===== src/rtl/psram_arbiter.sv =====
// Two-port byte arbiter for a single PSRAM: CPU bus has priority, MCU/SPI port is
// protected by a starvation counter. Each access is a timed CE/OE/WE cycle plus recovery.
module psram_arbiter #(
    parameter int unsigned ACC_CYC = 6,
    parameter int unsigned REC_CYC = 2,
    parameter int unsigned STARVE  = 4,
    parameter int unsigned ADDR_W  = 24
) (
    input  logic              clk_i,
    input  logic              rst_ni,
    input  logic              cpu_req_i,
    input  logic              cpu_we_i,
    input  logic [ADDR_W-1:0] cpu_addr_i,
    input  logic [7:0]        cpu_dati_i,
    output logic [7:0]        cpu_dato_o,
    output logic              cpu_ack_o,
    input  logic              mcu_req_i,
    input  logic              mcu_we_i,
    input  logic [ADDR_W-1:0] mcu_addr_i,
    input  logic [7:0]        mcu_dati_i,
    output logic [7:0]        mcu_dato_o,
    output logic              mcu_ack_o,
    output logic [ADDR_W-1:0] mem_addr_o,
    output logic [7:0]        mem_dati_o,
    input  logic [7:0]        mem_dato_i,
    output logic              mem_ce_o,
    output logic              mem_oe_o,
    output logic              mem_we_o,
    output logic              busy_o
);

    localparam int unsigned CntW = $clog2(ACC_CYC + REC_CYC);
    localparam int unsigned StW  = $clog2(STARVE + 1);

    typedef enum logic [1:0] {StIdle, StAccess, StRecover} state_e;

    state_e            state_q;
    logic [CntW-1:0]   cnt_q;
    logic [StW-1:0]    starve_q;
    logic              owner_mcu_q;
    logic              wr_q;
    logic [ADDR_W-1:0] mem_addr_q;
    logic [7:0]        mem_dati_q;
    logic              mem_ce_q, mem_oe_q, mem_we_q, busy_q;
    logic              cpu_ack_q, mcu_ack_q;
    logic [7:0]        cpu_dato_q, mcu_dato_q;

    logic starve_hit, grant_mcu, sel_we;

    // CPU wins unless the MCU has been passed over STARVE times in a row.
    assign starve_hit = mcu_req_i && (starve_q == StW'(STARVE));
    assign grant_mcu  = mcu_req_i && !(cpu_req_i && !starve_hit);
    assign sel_we     = grant_mcu ? mcu_we_i : cpu_we_i;

    always_ff @(posedge clk_i or negedge rst_ni) begin
        if (!rst_ni) begin
            state_q     <= StIdle;
            cnt_q       <= '0;
            starve_q    <= '0;
            owner_mcu_q <= 1'b0;
            wr_q        <= 1'b0;
            mem_addr_q  <= '0;
            mem_dati_q  <= '0;
            mem_ce_q    <= 1'b0;
            mem_oe_q    <= 1'b0;
            mem_we_q    <= 1'b0;
            busy_q      <= 1'b0;
            cpu_ack_q   <= 1'b0;
            mcu_ack_q   <= 1'b0;
            cpu_dato_q  <= '0;
            mcu_dato_q  <= '0;
        end else begin
            cpu_ack_q <= 1'b0;
            mcu_ack_q <= 1'b0;
            if (!mcu_req_i) starve_q <= '0;
            unique case (state_q)
                StIdle: begin
                    if (cpu_req_i || mcu_req_i) begin
                        owner_mcu_q <= grant_mcu;
                        wr_q        <= sel_we;
                        mem_addr_q  <= grant_mcu ? mcu_addr_i : cpu_addr_i;
                        mem_dati_q  <= grant_mcu ? mcu_dati_i : cpu_dati_i;
                        mem_ce_q    <= 1'b1;
                        mem_oe_q    <= !sel_we;
                        mem_we_q    <= 1'b0;
                        busy_q      <= 1'b1;
                        cnt_q       <= '0;
                        state_q     <= StAccess;
                        if (grant_mcu) begin
                            starve_q <= '0;
                        end else if (mcu_req_i && !starve_hit) begin
                            starve_q <= starve_q + 1'b1;
                        end
                    end
                end
                StAccess: begin
                    if (cnt_q == CntW'(ACC_CYC - 1)) begin
                        mem_ce_q  <= 1'b0;
                        mem_oe_q  <= 1'b0;
                        mem_we_q  <= 1'b0;
                        cpu_ack_q <= !owner_mcu_q;
                        mcu_ack_q <= owner_mcu_q;
                        if (!wr_q && !owner_mcu_q) cpu_dato_q <= mem_dato_i;
                        if (!wr_q && owner_mcu_q)  mcu_dato_q <= mem_dato_i;
                        cnt_q     <= '0;
                        state_q   <= StRecover;
                    end else begin
                        // WE is kept off the first and last CE clock for setup/hold.
                        cnt_q    <= cnt_q + 1'b1;
                        mem_we_q <= wr_q && ((cnt_q + 1'b1) <= CntW'(ACC_CYC - 2));
                    end
                end
                StRecover: begin
                    if (cnt_q == CntW'(REC_CYC - 1)) begin
                        busy_q  <= 1'b0;
                        cnt_q   <= '0;
                        state_q <= StIdle;
                    end else begin
                        cnt_q <= cnt_q + 1'b1;
                    end
                end
                default: state_q <= StIdle;
            endcase
        end
    end

    assign mem_addr_o = mem_addr_q;
    assign mem_dati_o = mem_dati_q;
    assign mem_ce_o   = mem_ce_q;
    assign mem_oe_o   = mem_oe_q;
    assign mem_we_o   = mem_we_q;
    assign busy_o     = busy_q;
    assign cpu_ack_o  = cpu_ack_q;
    assign mcu_ack_o  = mcu_ack_q;
    assign cpu_dato_o = cpu_dato_q;
    assign mcu_dato_o = mcu_dato_q;

endmodule


===== config.mk =====
export PLATFORM = sky130hd
export DESIGN_NAME = psram_arbiter
export DESIGN_NICKNAME = d
export VERILOG_FILES = /design/src/rtl/psram_arbiter.sv
export SDC_FILE = /design/constraint.sdc
export NUM_CORES = 1
export LEC_CHECK = 0
export ABC_AREA = 1
export CELL_PAD_IN_SITES_DETAIL_PLACEMENT = 1
export CELL_PAD_IN_SITES_GLOBAL_PLACEMENT = 2
export CORE_ASPECT_RATIO = 0.5
export CORE_MARGIN = 5
export CORE_UTILIZATION = 24
export DETAILED_ROUTE_END_ITERATION = 10
export GPL_ROUTABILITY_DRIVEN = 0
export PLACE_DENSITY_LB_ADDON = 0.3
export SLEW_MARGIN = 20
export SYNTH_ARGS = -nofsm -noshare
export SYNTH_HDL_FRONTEND = slang
export SYNTH_SLANG_ARGS = --single-unit

===== constraint.sdc =====
create_clock -name clk_i -period 1.6 [get_ports clk_i]
set_input_delay 0.48 -clock clk_i [delete_from_list [all_inputs] [get_ports clk_i]]
set_output_delay 0.48 -clock clk_i [all_outputs]
set_load 0.02 [all_outputs]

# After elaboration in Yosys (flattened, before gate mapping)
# Index checks and enable logic that the tools add are counted.
[classes] n_addsub=2 order_cmp=1 eq_ne=8 mux=30 reduce_logical=25
[ops] op="$mux 24" count=1
[ops] op="$mux 3" count=8
[ops] op="$reduce_and 3->1" count=5
[ops] op="$mux 1" count=11
[ops] op="$pmux 3 s3" count=1
[ops] op="$mux 8" count=1
[ops] op="$pmux 1 s2" count=4
[ops] op="$logic_and 1x1->1" count=7
[ops] op="$add 3x1->3 const B" count=2
[ops] op="$eq 3x3->1 const B" count=2
[ops] op="$mux 2" count=3
[ops] op="$ne 2x2->1 const B" count=3
[ops] op="$pmux 2 s3" count=1
[ops] op="$reduce_and 2->1" count=3
[ops] op="$logic_not 1->1" count=5
[ops] op="$reduce_bool 2->1" count=2
[ops] op="$eq 3x1->1 const B" count=1
[ops] op="$le 3x3->1 const B" count=1
[ops] op="$reduce_bool 3->1" count=1
[ops] op="$eq 2x1->1 const B" count=1
[ops] op="$eq 2x2->1 const B" count=1
[ops] op="$logic_not 2->1" count=1
[ops] op="$logic_or 1x1->1" count=1
[word_totals] reg_bits=64 in_bits=78 word_cells=81

# Logic depth before layout (Yosys ltp)
[logic_depth] ltp_word=10 ltp_mapped=9 mapped_depth_nobuf=8

# Worst setup path after synthesis
# Ideal clock, no wire load.
[synth_path] kind="register -> register" start="reg state_q[0]" end="reg mem_addr_q[0], in the netlist mem_addr_o[0]" arrival_time_ns=1.285 required_time_ns=1.531 slack_ns=0.246 path_stages_with_launch=9 n_path_buf=2 path_cell_list="dfrtp_1 inv_1 ha_1 clkbuf_2 inv_2 nor2_8 buf_6 nand3_1 nand3_1"
[synth_between] elab_chain_cells=2
[synth_rtl] element="start, declared" line="37" text="state_e state_q;"
[synth_rtl] element="start signal, assigned" line="57" text="state_q <= StIdle;"
[synth_rtl] element="start signal, assigned" line="88" text="state_q <= StAccess;"
[synth_rtl] element="start signal, assigned" line="106" text="state_q <= StRecover;"
[synth_rtl] element="$logic_not 2->1" line="76" text="unique case (state_q)"
[synth_rtl] element="$reduce_and 2->1 (no source line)"
[synth_rtl] element="end signal, assigned" line="81" text="mem_addr_q <= grant_mcu ? mcu_addr_i : cpu_addr_i;"
[synth_rtl] element="end, declared" line="42" text="logic [ADDR_W-1:0] mem_addr_q;"
# No other way between the ends.
# A chain may end at the register's enable or synchronous reset.

# Final worst setup path
[layout_path] start="reg busy_q, in the netlist busy_o" end="out busy_o"
[layout_rtl] element="start, declared" line="44" text="logic mem_ce_q, mem_oe_q, mem_we_q, busy_q;"
[layout_rtl] element="start signal, assigned" line="67" text="busy_q <= 1'b0;"
[layout_rtl] element="start signal, assigned" line="86" text="busy_q <= 1'b1;"
[layout_rtl] element="start signal, assigned" line="115" text="busy_q <= 1'b0;"
[layout_rtl] element="end, declared" line="29" text="output logic busy_o"
# No word-level cell between the ends.

==> flow_summary.toml <==
[outcome]
status = "finished, final reports clean"

[yosys]
yosysTopAreaCell = "dfrtp_1"
yosys-top-cells-count = "129 x nand3_1, 101 x nand2_1, 64 x dfrtp_1, 18 x inv_1, 8 x ha_1"
yosysTopAreaCellShare_pct = 51.4
yosys-top-cells-area = "dfrtp_1 51%, nand3_1 21%, nand2_1 12%"
synth-seq-cells = 64
synth-seq-area-share_pct = 51.4
netlist-cell-type-count = 25
yosysWarnings = 0
ys.flop_type = "dfrtp_1"
synth_area_mm2 = 0.00311
netlist_instances = 363
synth_edf_count = 0
syn_nets = 449
syn_avg_cell_area_um2 = 8.58
synth_most_common_cell = "nand3_1"
synthArstFlopShare_pct = 100

[floorplanning]
die_h_um = 90.5
ios = 132
dieArea_mm2 = 0.0155
row_count = 29
die_w_um = 171
core_mm2 = 0.0127
initial_core_util_pct = 24.5

[worst_setup_path]
crit_cells = 1
cp-start-kind = "register"
ff2ff_path_depth = 8
worstPathCellList = "dlygate4sd2_1"
required_ps = 1120
cp.arrival_ps = 1050
endpoint_kind = "output pin"
cpPeakStageDelay_ps = 400
critPathSlowestCell = "dfrtp_1"
critPathMaxFanout = 3
crit_type = "register to output pin"
path_buf_inv = 1
path_delay_family = "flip-flops"

[grt]
grt-ovfl-total = 0
grt_util_all_layers_pct = 14.5
antenna_found_initial = 0
grt_use_met1_pct = 18.2
busiest_layer = "met2"
grt_pass1_wl_um = 18000
grt_pass1_vias = 3340
grtUsageMet3_pct = 4.07
grt_max_degree = 36
met2_usage_pct = 25.1

[clock_tree]
cts_root_buffer = "clkbuf_16"
clkTransAtPathRegs_ps = 60
clock-sinks = 64
cts_tree = "yes"
cts_buffer_depth = 2
holdBufCountCts = 0
htree_levels = 3
insertion_delay_ps = 330
cts_buffers = 9

[power]
pwr-share-clk_pct = 26.1
p_per_area_mw_per_mm2 = 1590
p_comb_share_pct = 43.2
p_leak_nw = 2.39
peakVddDrop_uv = 467
power_frac_seq_pct = 30.8
sw_frac_of_total_pct = 38.7
power.internal_w = 0.00499
p_switching_w = 0.00315

[sta]
relSlewSlack_pct = 74.1
hold_viol = 0
layout_min_cycle_time_ps = 1530
tns_ps = 0
tightest_slew_ps = 388
skew_ps = 7.11
setup_viol = 0
max_freq_mhz = 655
timing.final.max_slew_violations = 0
holdWs_ps = 72.9
rsz0062_at_grt = "false"
fin_crit_sh_pct = 95.4

[placement]
dp_hpwl_um = 7780
placed_area_mm2 = 0.00477
dp_cells = 669
io_buffers = 131

[drt]
ant_nets = 0
drt_first_iter_violations = 102
drc_errors = 0
wire_per_inst_um = 15.9
via_per_inst = 4.47
wl_um = 11000
vias = 3088
firstDrtPassIters = 4

[finish]
stdcell_area_mm2 = 0.00511
area_growth_pct = 64.3
nets = 602
final_cells = 691
final_layout_size_suffix_gt1_share_pct = 11.3
num_antenna_cells = 0
fin_util_pct = 40.3

[run]
cap_violations = 0

[min_path]
hold_class = "input port to asynchronous set/reset pin"
[routing by layer]
layer | vias up | share of wire (%)
met5 | - | 0
met4 | 0 | 0.67
met3 | 7 | 5.3
met2 | 67 | 49
met1 | 1488 | 45
li1 | 1526 | -
[cells in the final DEF, fill, tap and decap left out, types with 3 or more instances in the layout]
cell	instances
buf_12	10
buf_4	18
clkbuf_16	9
clkdlybuf4s50_1	76
clkinv_2	3
dfrtp_1	64
dlygate4sd2_1	54
ha_1	7
inv_1	18
nand2_1	100
nand3_1	129
nand4_1	3
nor2_1	3
nor2_4	3
[kinds of logic after synthesis]
kind of cell,after synthesis,share of synthesized area [%]
xor+xnor,1,0.281
buf+inv,39,6.59
simple gates,245,37.0
fa+ha+maj,8,3.22
flops,64,51.4
compound gates,6,1.45
[worst register-to-register path, stage by stage, from the launching register on]
cell     delay (ps)
dfrtp_1         390
inv_1            90
ha_2            230
inv_2           110
buf_4           180
nand2_1          90
nand3_1         120
nand2_1          80
o21ai_1          60
[final timing paths]
path                       slack (ps)           from            end
max                                70         busy_o         busy_o
min                                70         rst_ni  mem_addr_o[5]
max reg2reg                       130     state_q[0]       mem_ce_o
min reg2reg                       460  mcu_dato_o[2]  mcu_dato_o[2]
max in group asynchronous         990         rst_ni  mcu_dato_o[2]
min in group clk_i                460  mcu_dato_o[2]  mcu_dato_o[2]
[area by class of cell]
| class | instances | area (um2) |
|---|---|---|
| Tap cell | 170 | 213 |
| Clock buffer | 10 | 239 |
| Multi-Input combinational cell | 262 | 1330 |
| Sequential cell | 64 | 1600 |
| Timing Repair Buffer | 159 | 1570 |
| Clock inverter | 6 | 82.6 |
| Fill cell | 1519 | 7590 |
| Inverter | 20 | 75.1 |
[stage by stage]
step / worst slack, ps / total power, W
6_report: 73.8 / 0.00813
5_1_grt: 1.52 / 0.00871
4_1_cts: 24.9 / 0.00828
3_5_place_dp: -334 / 0.00630
3_3_place_gp: -296 / 0.00626
2_1_floorplan: 246 / 0.00444
[power groups by stage]
| stage | registers, W | logic, W | clock network (W) |
|---|---|---|---|
| floorplan | 0.00310 | 0.00134 | 0 |
| global placement | 0.00252 | 0.00374 | 0 |
| detailed placement | 0.00254 | 0.00377 | 0 |
| CTS | 0.00250 | 0.00359 | 0.00219 |
| global route | 0.00258 | 0.00385 | 0.00227 |
| finish | 0.00250 | 0.00351 | 0.00212 |
[flip-flops by register name, summed over array words and instances (netlist names)]
name	flops
state_q	2
starve_q	3
mem_dati_o	8
wr_q	1
cpu_dato_o	8
busy_o	1
owner_mcu_q	1
mem_oe_o	1
cpu_ack_o	1
mem_we_o	1
mcu_dato_o	8
mcu_ack_o	1
cnt_q	3
mem_ce_o	1
mem_addr_o	24
[timing repair]
action                                  CTS  global route
resized for setup                        54             2
gates cloned                              1             1
pin swaps                                 2             2
endpoints found under the setup margin   89            21
buffers inserted                          2             2
(Power assumes the default switching activity.)
